===== src/rtl/matmul_seq_ctrl.sv =====
// Sequencing controller for Gg = G*g: one shared WxW multiplier and accumulator
// stepped through all M*L*N product terms, with valid/ready on both sides.
module matmul_seq_ctrl #(
  parameter int unsigned W = 8,
  parameter int unsigned M = 4,
  parameter int unsigned N = 3,
  parameter int unsigned L = 3
) (
  input  logic             clk,
  input  logic             rstn,
  input  logic             in_valid,
  output logic             in_ready,
  input  logic [M*N*W-1:0] transformation_mtx,
  input  logic [N*L*W-1:0] input_mtx,
  output logic             out_valid,
  input  logic             out_ready,
  output logic [M*L*W-1:0] result_mtx,
  output logic             busy
);

  localparam int unsigned MW = (M > 1) ? $clog2(M) : 1;
  localparam int unsigned LW = (L > 1) ? $clog2(L) : 1;
  localparam int unsigned NW = (N > 1) ? $clog2(N) : 1;
  localparam int unsigned PW = 2 * W;
  localparam int unsigned AW = 2 * W + $clog2(N);

  typedef enum logic [1:0] {
    S_IDLE = 2'd0,
    S_CALC = 2'd1,
    S_DONE = 2'd2
  } state_t;

  state_t             r_state;
  state_t             w_next;
  logic [M*N*W-1:0]   r_g;
  logic [N*L*W-1:0]   r_x;
  logic [M*L*W-1:0]   r_res;
  logic [AW-1:0]      r_acc;
  logic [MW-1:0]      r_m;
  logic [LW-1:0]      r_l;
  logic [NW-1:0]      r_n;

  logic [W-1:0]       w_a;
  logic [W-1:0]       w_b;
  logic [PW-1:0]      w_prod;
  logic [AW-1:0]      w_sum;
  logic               w_n_last;
  logic               w_l_last;
  logic               w_m_last;

  assign w_a      = r_g[(32'(r_m) * N + 32'(r_n)) * W +: W];
  assign w_b      = r_x[(32'(r_n) * L + 32'(r_l)) * W +: W];
  assign w_prod   = PW'(w_a) * PW'(w_b);
  assign w_sum    = r_acc + AW'(w_prod);
  assign w_n_last = (r_n == NW'(N - 1));
  assign w_l_last = (r_l == LW'(L - 1));
  assign w_m_last = (r_m == MW'(M - 1));

  always_ff @(posedge clk or negedge rstn) begin
    if (!rstn) begin
      r_state <= S_IDLE;
    end else begin
      r_state <= w_next;
    end
  end

  always_comb begin
    w_next = r_state;
    case (r_state)
      S_IDLE:  if (in_valid) w_next = S_CALC;
      S_CALC:  if (w_n_last && w_l_last && w_m_last) w_next = S_DONE;
      S_DONE:  if (out_ready) w_next = S_IDLE;
      default: w_next = S_IDLE;
    endcase
  end

  always_ff @(posedge clk or negedge rstn) begin
    if (!rstn) begin
      r_g   <= '0;
      r_x   <= '0;
      r_res <= '0;
      r_acc <= '0;
      r_m   <= '0;
      r_l   <= '0;
      r_n   <= '0;
    end else begin
      case (r_state)
        S_IDLE: begin
          if (in_valid) begin
            r_g   <= transformation_mtx;
            r_x   <= input_mtx;
            r_res <= '0;
            r_acc <= '0;
            r_m   <= '0;
            r_l   <= '0;
            r_n   <= '0;
          end
        end
        S_CALC: begin
          if (!w_n_last) begin
            r_acc <= w_sum;
            r_n   <= r_n + 1'b1;
          end else begin
            // Element is complete on the last inner term; store its low W bits.
            r_res[(32'(r_m) * L + 32'(r_l)) * W +: W] <= w_sum[W-1:0];
            r_acc <= '0;
            r_n   <= '0;
            if (w_l_last) begin
              r_l <= '0;
              r_m <= r_m + 1'b1;
            end else begin
              r_l <= r_l + 1'b1;
            end
          end
        end
        default: ;
      endcase
    end
  end

  assign in_ready   = (r_state == S_IDLE);
  assign out_valid  = (r_state == S_DONE);
  assign busy       = (r_state != S_IDLE);
  assign result_mtx = r_res;

endmodule

===== config.mk =====
export PLATFORM = sky130hd
export DESIGN_NAME = matmul_seq_ctrl
export DESIGN_NICKNAME = d
export VERILOG_FILES = /design/src/rtl/matmul_seq_ctrl.sv
export SDC_FILE = /design/constraint.sdc
export NUM_CORES = 1
export LEC_CHECK = 0
export BUFFER_PORTS_ARGS = -buffer_cell sky130_fd_sc_hd__buf_2
export CORE_ASPECT_RATIO = 2
export CORE_MARGIN = 5
export CORE_UTILIZATION = 45
export CTS_BUF_LIST = sky130_fd_sc_hd__clkbuf_8
export DETAILED_ROUTE_END_ITERATION = 7
export PLACE_DENSITY_LB_ADDON = 0.3
export SYNTH_ARGS = -nofsm -noshare
export SYNTH_HDL_FRONTEND = slang
export SYNTH_SLANG_ARGS = --single-unit
export TNS_END_PERCENT = 50

===== constraint.sdc =====
create_clock -name clk -period 13.5 [get_ports clk]
set_input_delay 2.7 -clock clk [delete_from_list [all_inputs] [get_ports clk]]
set_output_delay 2.7 -clock clk [all_outputs]
set_load 0.03 [all_outputs]

# [Yosys cells after proc, flatten, opt, wreduce, memory -nomap -nowiden]
# Index checks and enable logic that the tools add are counted.
[totals] ff_bits=290 input_bits=172 word_cells=63
[classes] n_addsub=8 mul=3 eq_ne=10 n_shift=4 n_mux=20 reduce_logical=10
[op_table] op="96-bit 2-to-1 mux" n=2
[op_table] op="96-bit case mux with 2 select lines" n=1
[op_table] op="96-bit bitwise mux" n=1
[op_table] op="8-bit by 34-bit variable shift with 96-bit output, first input constant" n=1
[op_table] op="8-bit by 34-bit indexed part select with 96-bit output" n=1
[op_table] op="96-bit by 9-bit indexed part select with 8-bit output" n=1
[op_table] op="72-bit by 9-bit indexed part select with 8-bit output" n=1
[op_table] op="18-bit 2-to-1 mux" n=2
[op_table] op="18-bit case mux with 2 select lines" n=1
[op_table] op="8-bit negation with 34-bit output" n=1
[op_table] op="18-bit by 16-bit adder with 18-bit output" n=1
[op_table] op="2-bit 2-to-1 mux" n=9
[op_table] op="8-bit by 8-bit multiplier with 16-bit output" n=1
[op_table] op="4-bit by 2-bit adder with 5-bit output" n=3
[op_table] op="2-bit case mux with 2 select lines" n=3
[op_table] op="2-bit equality test, second input constant" n=4
[op_table] op="2-bit by 2-bit multiplier with 4-bit output, second input constant" n=2
[op_table] op="2-bit inequality test, second input constant" n=4
[op_table] op="2-bit by 1-bit adder with 2-bit output, second input constant" n=3
[op_table] op="2-bit case mux with 3 select lines" n=1
[op_table] op="3-bit AND reduction" n=2
[op_table] op="2-bit AND reduction" n=2
[op_table] op="4-bit AND reduction" n=1
[op_table] op="2-bit nonzero test" n=2
[op_table] op="4 further kinds" n=5

# [Logic depth before layout (Yosys ltp)]
[depth] word_depth=9 depth_mapped=28

# [Worst setup path after synthesis]
# Ideal clock, no wire load.
[synth_timing] kind="reg2reg" from="register r_l[1]" to="register r_res[15], in the netlist result_mtx[15]" setup_time_ns=0.122 t_arrival_ns=6.596 setup_slack_ns=6.783 stages_incl_launch_ff=27 n_path_buf=2 period_less_slack_ns=6.717 cell_sequence="dfrtp_1 fa_1 ha_1 inv_1 fa_1 clkbuf_1 mux4_2 nand2b_1 a32o_1 nand3_1 fa_1 fa_1 inv_1 ha_1 inv_1 fa_1 inv_1 fa_1 a21o_1 a21oi_1 xnor2_1 xnor2_1 xnor2_1 xnor2_1 xor2_1 buf_6 o21ai_2"
[synth_between] elab_chain_len=8
[synth_rtl] item="start: declaration" line_no="40" source="logic [LW-1:0] r_l;"
[synth_rtl] item="start signal: assignment" line_no="112" source="r_l <= r_l + 1'b1;"
[synth_rtl] item="4-bit by 2-bit adder with 5-bit output" line_no="52" source="assign w_b = r_x[(32'(r_n) * L + 32'(r_l)) * W +: W];"
[synth_rtl] item="72-bit by 9-bit indexed part select with 8-bit output" line_no="52"
[synth_rtl] item="8-bit by 8-bit multiplier with 16-bit output" line_no="53" source="assign w_prod = PW'(w_a) * PW'(w_b);"
[synth_rtl] item="18-bit by 16-bit adder with 18-bit output" line_no="54" source="assign w_sum = r_acc + AW'(w_prod);"
[synth_rtl] item="8-bit by 34-bit indexed part select with 96-bit output" line_no="105" source="r_res[(32'(r_m) * L + 32'(r_l)) * W +: W] <= w_sum[W-1:0];"
[synth_rtl] item="96-bit bitwise mux *" line_no="105"
[synth_rtl] item="96-bit 2-to-1 mux *" line_no="100" source="if (!w_n_last) begin"
[synth_rtl] item="96-bit case mux with 2 select lines *" line_no="87" source="case (r_state)"
[synth_rtl] item="end signal: indexed assignment" line_no="105"
[synth_rtl] item="end: declaration" line_no="37" source="logic [M*L*W-1:0] r_res;"
# Every way passes the cells marked *; elsewhere a longest branch is shown, timed or not. The select of a mux whose other input is x is not followed.
# A chain may end at the register's enable or synchronous reset.

# [Worst setup path after layout]
[layout_timing] from="register r_l[1]" to="register r_res[95], in the netlist result_mtx[95]"
# The elaborated chain is that of the path after synthesis.

==> run summary <==
Highest cell delay on the worst timing path = 0.76 ns
IO Count = 271
Vias = 10.9k
Crit path depth = 23
Synthesis warning total = 0
First-pass GRT wire length = 59.9 mm
Setup repair after global routing missed its margin = no
CP top delay family = adder cells
DRT antenna net count = 0
CP arrival = 8.26 ns
CTS root buffer = clkbuf_8
Crit start category = register
Mapped Cells = 1435
Mapped cell area = 0.0137 mm²
Hold_buf cts = 0
DR iter-0 viols = 624
Fin Clk Skew = 0.0345 ns
Initial antenna violation count = 1
Synth unique cells = 53
Final Wtd Congestion = 0.908
Commonest non-fill, non-tap cells in the layout = 646 x nand2_1, 280 x dfrtp_1, 269 x buf_2, 63 x inv_1, 48 x clkbuf_8
Largest net degree at the start of global routing = 139
Gr usage total = 22.0%
Drt first pass iters = 6
Nets = 1910
TritonCTS Buffers = 41
Multi-input logic area = 0.00622 mm²
Num rows = 90
Vias in the first global route = 11.5k
# fillers = 2888
Hpwl dp = 28.2 mm
CTS Sinks = 280
Synthesis-stage register bit count = 280
Crit-path cells = fa_1 -> ha_1 -> inv_1 -> fa_1 -> nor4b_2 -> a32o_1 -> nand3_1 -> fa_1 -> fa_1 -> inv_1 -> ha_1 -> inv_1 -> fa_1 -> inv_1 -> fa_1 -> a21o_1 -> a21oi_1 -> xnor2_1 -> xnor2_1 -> xnor2_1 -> xnor2_1 -> xor2_2 -> o21ai_0
Wire length per cell = 18.1 µm
Asr flop ratio synth = 100%
Kind of critical path = register to register
Max Fclk = 0.128 GHz
Initial Util = 45.4%
Crit path buf inv count = 4
Commonest non-fill, non-tap cell in the layout = nand2_1
Final std cells w/o fill = 2082
Maxcap violations = 0
Crit path top cell by count = fa_1
Setup TNS = 0 ns
Synthesized area per cell = 9.56 µm²
Critical Path RT = 13.92 ns
Actual transition at the worst max-transition pin = 1.02 ns
Share of layout cells above drive strength 1 = 23.5%
Core footprint = 0.0302 mm²
Global route overflow = 0
Total Wirelength = 37.7 mm
H-tree depth = 2
Port Buffer Count = 270
# resized after CTS = 0
Hold path depth = 2
Status = finished, final reports clean
Die width = 133 µm
Worst reg2reg path depth = 23
Reg area = 0.00701 mm²
Post-synthesis sequential area ratio = 51.1%
Area Growth Syn to Fin = 18.1%
Clock Tree Buf Depth = 3
Leading register cell type out of synthesis = dfrtp_1
Die Area = 0.0343 mm²
CTS tree = built
Number of setup buffers added after CTS = 0
Clock-pin transition on the worst setup and hold timing paths = 0.07 ns
Final Cycle Share = 58.1%
Critical Path Fanout Max = 13
Dpl cells = 2011
Nature of the critical path endpoint = register
HP Class = register to register
Clk_lat worst skew = 0.58 ns
DRC Markers = 0
Overall die height = 257 µm
Hold Vio Cnt, Final = 0
Minimum clock period = 7.84 ns
Avg Vias per Cell = 5.23
Slew Limit Fails = 0
Final setup fails = 0
Critical-path top delay cell = xor2_2
Net Count, Synth = 1659
Slew HR = 32.0%
EDFF count, synth = 0
-- Yosys cell counts (2+ instances only) --
master    instances  area share, %
o31a_1            2           0.13
ha_1             30            2.7
nor2_1           28           0.77
nand2_1         647             18
buf_4             6           0.33
nand3_1          15           0.55
inv_1            48            1.3
dfrtp_1         280             51
or2_2             5           0.23
o21ai_0          44            1.6
xnor2_1          16            1.0
a21o_1            4           0.22
nand4_1           5           0.23
buf_2             3           0.11
buf_6             3           0.25
mux4_2           31            5.1
nor2b_1           9           0.41
clkbuf_1         59            1.6
nand3b_1          7           0.38
o31ai_1          40            2.2
mux2_2            9           0.74
a32o_1           11           0.80
o21a_1            2           0.11
and2_1            6           0.27
mux4_1            8            1.5
a22o_1           13           0.83
a311oi_1          3           0.19
o21ai_1           8           0.29
nand2b_1          5           0.23
nor3_1            9           0.33
fa_1             22            3.2
mux2i_1           8           0.58
a21oi_1           9           0.33
a22oi_1           6           0.33
xor2_1            5           0.32
o21ai_2          11           0.70
buf_1             2          0.055
-- cell families (layout without fill, tap and decap cells) --
logic type,after synthesis,count (layout),synth area share [%]
AND/OR/NAND/NOR,742,742,21.5
multiplexers,56,56,7.95
other,0,1,0
XOR/XNOR,23,23,1.62
flip-flops,280,280,51.1
buffers and inverters,122,400,3.70
AO/OA/AOI/OAI,160,160,8.20
adder cells (fa/ha/maj),52,52,5.95
-- state kept, by name, summed over array words and instances (netlist names) --
signal and flops:
result_mtx 96, r_g 96, r_l 2, r_state 2
r_x 72, r_m 2, r_n 2, r_acc 8
-- routing by layer --
metal / GRT usage, % / up-vias / share of wire, %
met2: 41.4 / 311 / 55
met1: 24.0 / 5279 / 36
li1: - / 5223 / -
met5: 0 / - / 0
met3: 3.46 / 83 / 4.5
met4: 10.1 / 0 / 4.4
-- area by class of cell --
| class | count | area share [%] |
|---|---|---|
| Inverter | 49 | 1.14 |
| Tap cell | 368 | 2.84 |
| Clock inverter | 22 | 1.40 |
| Sequential cell | 280 | 43.2 |
| Timing Repair Buffer | 281 | 8.91 |
| Multi-Input combinational cell | 1033 | 38.4 |
| Antenna cell | 1 | 0.0154 |
| Clock buffer | 48 | 4.08 |
-- path summary, 6_finish.rpt --
| path | startpoint | end | slack, ns |
|---|---|---|---|
| max in group asynchronous | rstn | result_mtx[21] | 9.67 |
| worst max register to register | r_l[1] | result_mtx[95] | 5.66 |
| min in group asynchronous | rstn | r_g[75] | 2.28 |
| worst max-delay path | r_l[1] | result_mtx[95] | 5.66 |
| worst min register to register | r_g[34] | r_g[34] | 0.47 |
| worst min-delay path | r_g[34] | r_g[34] | 0.47 |
-- tightest hold or removal path, delay by kind of cell (launching register included) --
| kind | cells | cell delay, ns |
|---|---|---|
| AND/OR/NAND/NOR | 2 | 0.10 |
| flip-flops | 1 | 0.33 |
-- per-stage QoR --
step	worst slack (ns)	hold WS, ns	area, µm²	util [%]
after global placement	5.78	0.451	15300	50.7
after floorplan	6.78	0.437	13700	-
final	5.66	0.468	16200	53.7
after detailed placement	5.63	0.456	15300	50.7
after global routing	5.19	0.491	16200	53.7
after CTS	5.58	0.472	16200	53.7
Power is not shown: default switching activity piles up to over one toggle a cycle in this logic, so the estimate is an artifact.
